==> config.mk <==
export PLATFORM = sky130hd
export DESIGN_NAME = led_bar_sequencer
export DESIGN_NICKNAME = d
export VERILOG_FILES = /design/src/rtl/led_bar_sequencer.sv
export SDC_FILE = /design/constraint.sdc
export NUM_CORES = 1
export LEC_CHECK = 0
export ABC_AREA = 1
export CAP_MARGIN = 20
export CORE_MARGIN = 4
export CORE_UTILIZATION = 45
export CTS_CLUSTER_SIZE = 20
export DETAILED_ROUTE_END_ITERATION = 8
export HOLD_SLACK_MARGIN = 0.15
export PLACE_DENSITY = 0.68
export SLEW_MARGIN = 20
export SYNTH_ARGS = -nofsm -noshare
export SYNTH_HDL_FRONTEND = slang
export SYNTH_SLANG_ARGS = --single-unit
==> constraint.sdc <==
create_clock -name CLK -period 2.1 [get_ports CLK]
set_clock_uncertainty 0.2 [all_clocks]
set_input_delay 0.42 -clock CLK [delete_from_list [all_inputs] [get_ports CLK]]
set_output_delay 0.42 -clock CLK [all_outputs]
set_load 0.02 [all_outputs]
==> src/rtl/led_bar_sequencer.sv <==
`default_nettype none
// ============================================================================
// Module   : led_bar_sequencer
// Brief    : Animated 10-segment bar-LED driver with an owned tick prescaler
//            and an IDLE/RUN/PAUSE controller driven by push-button pulses.
//            Optional macro LED_SEQ_ONESHOT_EN: stop in IDLE after one pass.
// Revision : 1.0  initial release
// ============================================================================
module led_bar_sequencer #(
    parameter int LED_W        = 10,
    parameter int PRESC_W      = 25,
    parameter int PRESCALE_MAX = 3000000
) (
    input  logic             CLK,
    input  logic             RST,
    input  logic             START,
    input  logic             STOP,
    input  logic             PAUSE,
    input  logic [1:0]       MODE,
    output logic [LED_W-1:0] LEDOUT,
    output logic             BUSY,
    output logic             WRAP
);

    localparam logic [1:0] ST_IDLE  = 2'd0;
    localparam logic [1:0] ST_RUN   = 2'd1;
    localparam logic [1:0] ST_PAUSE = 2'd2;

    localparam logic [1:0] MODE_COUNT  = 2'b00;
    localparam logic [1:0] MODE_WALK   = 2'b01;
    localparam logic [1:0] MODE_BOUNCE = 2'b10;

    localparam logic [PRESC_W-1:0] PRESC_TOP = PRESC_W'(PRESCALE_MAX);
    localparam logic [LED_W-1:0]   LED_ONE   = LED_W'(1);
    localparam logic [LED_W-1:0]   LED_TWO   = LED_W'(2);
    localparam logic [LED_W-1:0]   LED_MSB   = {1'b1, {(LED_W-1){1'b0}}};

    logic [1:0]         state;
    logic [1:0]         next_state;
    logic [PRESC_W-1:0] presc;
    logic [PRESC_W-1:0] next_presc;
    logic [LED_W-1:0]   led;
    logic [LED_W-1:0]   next_led;
    logic               dir_down;
    logic               next_dir_down;
    logic [1:0]         mode_r;
    logic [1:0]         next_mode;
    logic               wrap_r;
    logic               next_wrap;

    logic               tick;
    logic [LED_W-1:0]   step_led;
    logic               step_dir_down;
    logic               wrap_event;

    // ------------------------------------------------------------------
    // State register
    // ------------------------------------------------------------------
    always_ff @(posedge CLK) begin
        if (RST) begin
            state    <= ST_IDLE;
            presc    <= '0;
            led      <= '0;
            dir_down <= 1'b0;
            mode_r   <= 2'b00;
            wrap_r   <= 1'b0;
        end else begin
            state    <= next_state;
            presc    <= next_presc;
            led      <= next_led;
            dir_down <= next_dir_down;
            mode_r   <= next_mode;
            wrap_r   <= next_wrap;
        end
    end

    assign tick = (state == ST_RUN) && (presc == PRESC_TOP);

    // Candidate pattern step and whether that step closes a full pass
    always_comb begin
        step_led      = led;
        step_dir_down = dir_down;
        wrap_event    = 1'b0;
        case (mode_r)
            MODE_COUNT: begin
                step_led   = led + LED_ONE;
                wrap_event = (led == '1);
            end
            MODE_WALK: begin
                step_led   = {led[LED_W-2:0], led[LED_W-1]};
                wrap_event = (led == LED_MSB);
            end
            MODE_BOUNCE: begin
                if (!dir_down) begin
                    if (led[LED_W-1]) begin
                        step_dir_down = 1'b1;
                        step_led      = led >> 1;
                    end else begin
                        step_led      = led << 1;
                    end
                end else begin
                    if (led[0]) begin
                        step_dir_down = 1'b0;
                        step_led      = led << 1;
                    end else begin
                        step_led      = led >> 1;
                        wrap_event    = (led == LED_TWO);
                    end
                end
            end
            default: begin
                step_led   = ~led;
                wrap_event = (led == '1);
            end
        endcase
    end

    // ------------------------------------------------------------------
    // Next-state logic; STOP beats START beats PAUSE
    // ------------------------------------------------------------------
    always_comb begin
        next_state    = state;
        next_presc    = presc;
        next_led      = led;
        next_dir_down = dir_down;
        next_mode     = mode_r;
        next_wrap     = 1'b0;
        if (STOP) begin
            next_state = ST_IDLE;
            next_led   = '0;
            next_presc = '0;
        end else if (START) begin
            next_state    = ST_RUN;
            next_mode     = MODE;
            next_presc    = '0;
            next_dir_down = 1'b0;
            next_led      = (MODE == MODE_WALK || MODE == MODE_BOUNCE) ? LED_ONE : '0;
        end else begin
            case (state)
                ST_RUN: begin
                    next_state = PAUSE ? ST_PAUSE : ST_RUN;
                    if (tick) begin
                        next_presc    = '0;
                        next_led      = step_led;
                        next_dir_down = step_dir_down;
                        next_wrap     = wrap_event;
`ifdef LED_SEQ_ONESHOT_EN
                        if (wrap_event) begin
                            next_state = ST_IDLE;
                            next_led   = '0;
                        end
`endif
                    end else begin
                        next_presc = presc + PRESC_W'(1);
                    end
                end
                ST_PAUSE: begin
                    if (PAUSE) begin
                        next_state = ST_RUN;
                    end
                end
                default: begin
                    next_state = ST_IDLE;
                end
            endcase
        end
    end

    // ------------------------------------------------------------------
    // Outputs
    // ------------------------------------------------------------------
    always_comb begin
        BUSY   = (state != ST_IDLE);
        LEDOUT = led;
        WRAP   = wrap_r;
    end

endmodule
`default_nettype wire

==> flow_summary.yaml <==
clock_network:
  numClockSinks: 41
  cts_hold_buf: 0
  post-cts-setup-buffers: 0
  path_clk_slew_ns: 0.08
  cts_buffers: 5
  clock_path_buffers: 2
  clkLatencyLatePin_ns: 0.30
  clockRootBuffer: "clkbuf_8"
  ctsHtreeMaxLevel: 2
  cts_tree: "yes"
global_routing:
  grt_pass1_wl_um: 12950
  grt_overflow: 0
  grt_pass1_vias: 2725
  grt_max_degree: 16
  antenna_found_initial: 0
  grtUsageTotal: 0.2113
die:
  die_h_um: 88.28
  die_w_um: 88.28
  rows: 28
  coreArea_mm2: 0.006096
  die-area_mm2: 0.007793
  start_util: 0.4758
  pin_count: 19
routing:
  dr.pass1.iters: 5
  avgViaCountPerCell: 5.273
  drt_iter0_drc: 275
  wl_um: 7680
  drc_errors: 0
  vias: 3048
  detail-route-antenna-nets: 0
  wl_per_cell_um: 13.29
setup_path:
  start_kind: "register"
  crit_chain: "clkdlybuf4s50_1"
  path_max_fanout: 5
  cp.arrival_ns: 1.36
  crit_type: "register to primary output"
  slowest_stage: "clkdlybuf4s50_1"
  crit_family: "buffers and inverters"
  worstPathRequired_ns: 1.48
  cp.buffers_inverters: 1
  cp_slowest_stage_delay_ns: 0.64
  end_kind: "primary output"
placement:
  port_buffers: 18
  dp_hpwl_um: 5934
  place_ws_ns: 0.1516
  gp_congestion: 0.9449
  placed_cells: 570
  postPlaceCellArea_mm2: 0.003252
logic_synthesis:
  synth-compound-area-share: 0.07593
  synth-seq-cells: 41
  syn_inst: 467
  yosysWarnings: 0
  synth_xor_area_frac: 0.02416
  synth_fa_ha_area_frac: 0.06903
  syn_area_mm2: 0.002900
  ys_types: 32
  synth_area_per_cell_um2: 6.210
  ys_seq_area_frac: 0.2830
  synth_top_family_by_area: "simple AND/OR/NAND/NOR gates"
  syn-num-nets: 490
  synth_mux_area_frac: 0
  synthSimpleGateAreaFrac: 0.4521
min_path:
  hp-class: "register to register"
timing:
  rsz0062_at_grt: "false"
  hold_slack_ns: 0.3011
  final_max_slew_viol_count: 0
  finalSetupViolations: 0
  layout_setup_ws_ns: 0.1222
  period_needed_ns: 1.978
  final_hold_viol_count: 0
  fin_crit_sh: 0.9418
  fin_tns_setup_ns: 0
  max_slew_margin: 0.5991
  clock.fmax_ghz: 0.5056
  tightest_slew_ns: 0.5974
pwr:
  peakVddDrop_v: 0.0003856
  power.density_mw_per_mm2: 442.0
  leakage_nw: 1.486
  finalPower_mw: 1.482
layout:
  finalInstanceArea_mm2: 0.003353
  final-seq-area_um2: 822.0
  finalNonFillerCells: 578
  fill_cells: 634
  final_common_cell: "nand2_1"
  final_layout_size_suffix_gt1_frac: 0.09940
  antenna_cells: 0
  final_nets: 525
  layout_common_cells: "nand2_1, nor2_1, inv_1"
  synthToLayoutAreaGrowth_pct: 15.62
  multi_input_area_mm2: 0.001804
  utilization: 0.5501
outcome:
  status: "complete, no violations"
run:
  maxCapViolCount: 0
[cell families (layout without fill, tap and decap cells)]
| group | Yosys count | count (layout) |
|---|---|---|
| AOI/OAI and AO/OA | 41 | 41 |
| xor gates and xnor gates | 8 | 8 |
| buffers and inverters | 67 | 103 |
| adders and majority gates | 16 | 16 |
| and+or+nand+nor | 294 | 294 |
| DFF | 41 | 41 |
[worst paths after layout]
kind,startpoint,end,slack (ns),depth (start not counted)
setup reg to reg,mode_r[1],LEDOUT[9],0.18,9
hold / removal,presc[15],presc[15],0.30,2
hold reg to reg,presc[15],presc[15],0.30,2
setup / recovery,LEDOUT[6],LEDOUT[6],0.12,1
[synthesized netlist by cell type]
library cell / number / area (um^2)
nand3_4: 1 / 17.52
nor2_1: 79 / 296.5
a21o_1: 1 / 7.510
inv_2: 5 / 18.77
xnor2_1: 1 / 8.760
o21ai_0: 19 / 95.09
a31oi_1: 2 / 12.51
nand4_1: 13 / 81.33
dfxtp_1: 41 / 820.8
o211ai_1: 2 / 15.01
buf_6: 2 / 22.52
o21a_1: 1 / 7.510
o21ai_1: 2 / 10.01
nor3b_2: 3 / 37.54
buf_4: 1 / 7.510
or2_2: 2 / 12.51
nor3_2: 1 / 10.01
nand3_1: 45 / 225.2
buf_2: 4 / 20.02
nor2_2: 5 / 31.28
a21oi_1: 13 / 65.06
inv_1: 54 / 202.7
nand2_4: 1 / 11.26
ha_1: 16 / 200.2
xor2_1: 7 / 61.31
a211oi_1: 1 / 7.510
nor2_4: 3 / 33.78
inv_4: 1 / 6.260
nand3b_1: 1 / 7.510
nor3_1: 12 / 60.06
nand3_2: 1 / 10.01
nand2_1: 127 / 476.7
[sequential cells by signal (all words and copies together), names as in the netlist]
name	count
LEDOUT	10
WRAP	1
dir_down	1
mode_r	2
presc	25
state	2
[report_power, final]
group	internal (mW)	leakage, nW	total (mW)	switching (mW)
sequential	0.781	0.331	0.787	0.00567
clock	0.267	0.0512	0.572	0.305
combinational	0.0458	1.10	0.123	0.0770
total	1.09	1.49	1.48	0.388
[timing repair]
| item | CTS | global route |
|---|---|---|
| gates cloned | 0 | 0 |
| gates resized for setup | 1 | 3 |
| setup endpoints to repair | 1 | 4 |
[layout make-up]
type	instances	share of cell area
inverter	60	0.06791
clock buffer	6	0.02463
sequential	41	0.2451
multi-input combinational	359	0.5381
clock inverter	2	0.004104
timing repair buffer	35	0.09216
tap	75	0.02799
[per-layer routing]
metal  up-vias  routed length (um)  GRT usage
li1       1564                   -          -
met1      1361                3870     0.3165
met2       113                3181     0.3086
met3        10                 523    0.03818
met4         0                 105    0.06044
met5         -                   0          0
[worst register-to-register path, delay by kind of cell, from the launching register on]
kind | cells | cell delay (ns)
DFF | 1 | 0.37
and+or+nand+nor | 5 | 0.60
buffers and inverters | 2 | 0.27
AOI/OAI and AO/OA | 1 | 0.15
adders and majority gates | 1 | 0.23
Note: power is estimated with default switching activity, not from simulation.
==> variant (config.mk and constraints unchanged) <==
Register the inputs `START`, `STOP`, `PAUSE` and `MODE` before use, cleared by the reset. The logic sees them one clock later.
--- a/src/rtl/led_bar_sequencer.sv
+++ b/src/rtl/led_bar_sequencer.sv
@@ -36,2 +36,21 @@
     localparam logic [LED_W-1:0]   LED_MSB   = {1'b1, {(LED_W-1){1'b0}}};
+
+    logic START_q;
+    logic STOP_q;
+    logic PAUSE_q;
+    logic [1:0] MODE_q;
+
+    always_ff @(posedge CLK) begin
+        if (RST) begin
+            START_q <= '0;
+            STOP_q  <= '0;
+            PAUSE_q <= '0;
+            MODE_q  <= '0;
+        end else begin
+            START_q <= START;
+            STOP_q  <= STOP;
+            PAUSE_q <= PAUSE;
+            MODE_q  <= MODE;
+        end
+    end
 
@@ -127,3 +146,3 @@
         next_wrap     = 1'b0;
-        if (STOP) begin
+        if (STOP_q) begin
             next_state = ST_IDLE;
@@ -131,8 +150,8 @@
             next_presc = '0;
-        end else if (START) begin
+        end else if (START_q) begin
             next_state    = ST_RUN;
-            next_mode     = MODE;
+            next_mode     = MODE_q;
             next_presc    = '0;
             next_dir_down = 1'b0;
-            next_led      = (MODE == MODE_WALK || MODE == MODE_BOUNCE) ? LED_ONE : '0;
+            next_led      = (MODE_q == MODE_WALK || MODE_q == MODE_BOUNCE) ? LED_ONE : '0;
         end else begin
@@ -140,3 +159,3 @@
                 ST_RUN: begin
-                    next_state = PAUSE ? ST_PAUSE : ST_RUN;
+                    next_state = PAUSE_q ? ST_PAUSE : ST_RUN;
                     if (tick) begin
@@ -157,3 +176,3 @@
                 ST_PAUSE: begin
-                    if (PAUSE) begin
+                    if (PAUSE_q) begin
                         next_state = ST_RUN;
Check against the original RTL: not equivalent (Yosys sat finds a counterexample within 4 cycles, from zero or initial values and one cycle with RST high).
==> variant against the unedited design <==
  * Die area grew 7.6%
  * Critical path depth did not move
  * Sequential cell count grew 5
  * Final cell count grew 9.0%
  * Sequential share of layout area is 0.62 points higher
  * Design area increased by 9.6%
  * Area after synthesis up 8.3%
  * Clock power grew 42%
  * Via count rose by 5.4%
  * Power rose by 24%
  * Wire length up 6.8%
  * Setup slack lost 0.055 ns
  * Critical path type unchanged
==> variant: results (changes against the unedited design) <==
{| class="wikitable"
! Metric !! Value
|-
| Arr. time, crit path || 1.41 ns (was 1.36 ns)
|-
| Pre-CTS setup slack || 0.1087 ns (was 0.1516 ns)
|-
| Final-layout fill cell count || 688 (was 634)
|-
| Diode insertion count for antenna repair || 0 (unchanged)
|-
| Number of setup buffers added after CTS || 0 (unchanged)
|-
| Transition time at the pin with the least slew margin || 0.4322 ns (was 0.5974 ns)
|-
| Maximum number of pins on one net before global-route repair || 18 (was 16)
|-
| Detailed placer's ending HPWL || 6318 microns (was 5934 microns)
|-
| Clock tree root buffer cell || sky130_fd_sc_hd__clkbuf_8 (unchanged)
|-
| Routed WL || 8205 microns (was 7680 microns)
|-
| Instance area after placement || 3515 sq um (was 3252 sq um)
|-
| Synth cell count leaders || 123 x sky130_fd_sc_hd__nand2_1, 88 x sky130_fd_sc_hd__nor2_1, 72 x sky130_fd_sc_hd__inv_1 (was 127 x sky130_fd_sc_hd__nand2_1, 79 x sky130_fd_sc_hd__nor2_1, 54 x sky130_fd_sc_hd__inv_1)
|-
| Total leakage power || 1.677 nW (was 1.486 nW)
|-
| Largest register by flop count || presc (unchanged)
|-
| IR Drop Worst-Case VDD || 337.0 uV (was 385.6 uV)
|-
| Biggest area contributors in the synthesized netlist || sky130_fd_sc_hd__dfxtp_1 29%, sky130_fd_sc_hd__nand2_1 15%, sky130_fd_sc_hd__nor2_1 11% (was sky130_fd_sc_hd__dfxtp_1 28%, sky130_fd_sc_hd__nand2_1 16%, sky130_fd_sc_hd__nor2_1 10%)
|-
| Run status || complete, no violations (unchanged)
|-
| Cell variety after synth || 33 (was 32)
|-
| Fraction of final layout cells sized beyond drive strength 1 || 11.61% (was 9.940%)
|-
| Max FFs per register || 25 (unchanged)
|-
| Global placement routability congestion || 0.9875 (was 0.9449)
|-
| Max stage delay cell, worst path || sky130_fd_sc_hd__clkdlybuf4s50_1 (unchanged)
|-
| First-pass GRT wire length || 13,780 microns (was 12,950 microns)
|-
| Instance count of the mapped netlist || 497 (was 467)
|-
| Vias in the first global route || 2,972 (was 2,725)
|-
| Synthesized netlist net count || 520 (was 490)
|-
| Iteration-0 DRC count of the detailed router || 272 (was 275)
|-
| Switching Share || 21.94% (was 26.18%)
|-
| Share of synthesized area occupied by flip-flops and latches || 29.31% (was 28.30%)
|-
| Final #Nets || 556 (was 525)
|-
| Routed length per placed instance || 13.02 microns (was 13.29 microns)
|-
| Vias per cell || 5.102 (was 5.273)
|-
| Total iterations of the first detailed-routing run || 5 (unchanged)
|-
| GRT Resource Usage Total || 19.99% (was 21.13%)
|-
| Post-placement cell count || 621 (was 570)
|}
variant: worst paths after layout:
| path | startpoint | end | slack [ns] | cells after the start |
|---|---|---|---|---|
| max | LEDOUT[8]$_SDFFE_PP0P_ | LEDOUT[8] | 0.07 | 1 |
| min | PAUSE_q$_SDFF_PP0_ | state[1]$_SDFFE_PP0P_ | 0.30 | 2 |
| max reg2reg | state[1]$_SDFFE_PP0P_ | presc[20]$_SDFFE_PP0N_ | 0.11 | 11 |
| min reg2reg | PAUSE_q$_SDFF_PP0_ | state[1]$_SDFFE_PP0P_ | 0.30 | 2 |
variant: cell families after synthesis:
group	synth area share [%]
buf+inv	10.59
flops	29.31
compound gates	6.412
simple gates	44.52
xor+xnor	2.788
fa+ha+maj	6.372
variant: routing by layer:
metal / part of all wire, % / vias to the layer above / GRT usage [%]
met4: 1.3 / 0 / 5.528
met3: 7.9 / 13 / 3.563
li1: - / 1634 / -
met5: 0 / - / 0
met2: 45 / 124 / 32.26
met1: 45 / 1443 / 27.23
variant: layout make-up:
cell class,count,area [sq um],share of cell area (%)
inverter,76,285.3,7.766
timing repair buffer,34,305.3,8.311
clock inverter,2,60.06,1.635
clock buffer,6,82.58,2.248
sequential,46,923.4,25.14
multi-input combinational,370,1897,51.63
tap,96,120.1,3.270
variant: power by group through the flow:
stage               logic [mW]  clock network, mW  registers [mW]
floorplan               0.0862                  0           0.913
global placement         0.132                  0           0.915
detailed placement       0.133                  0           0.914
CTS                      0.133              0.829           0.894
global route             0.151              0.860           0.896
finish                   0.136              0.813           0.894
variant: timing repair:
item,in CTS,in global routing
hold buffers,0,0
pin swaps,0,1
setup endpoints to repair,3,7
gates resized for setup,3,6
gates cloned,0,1
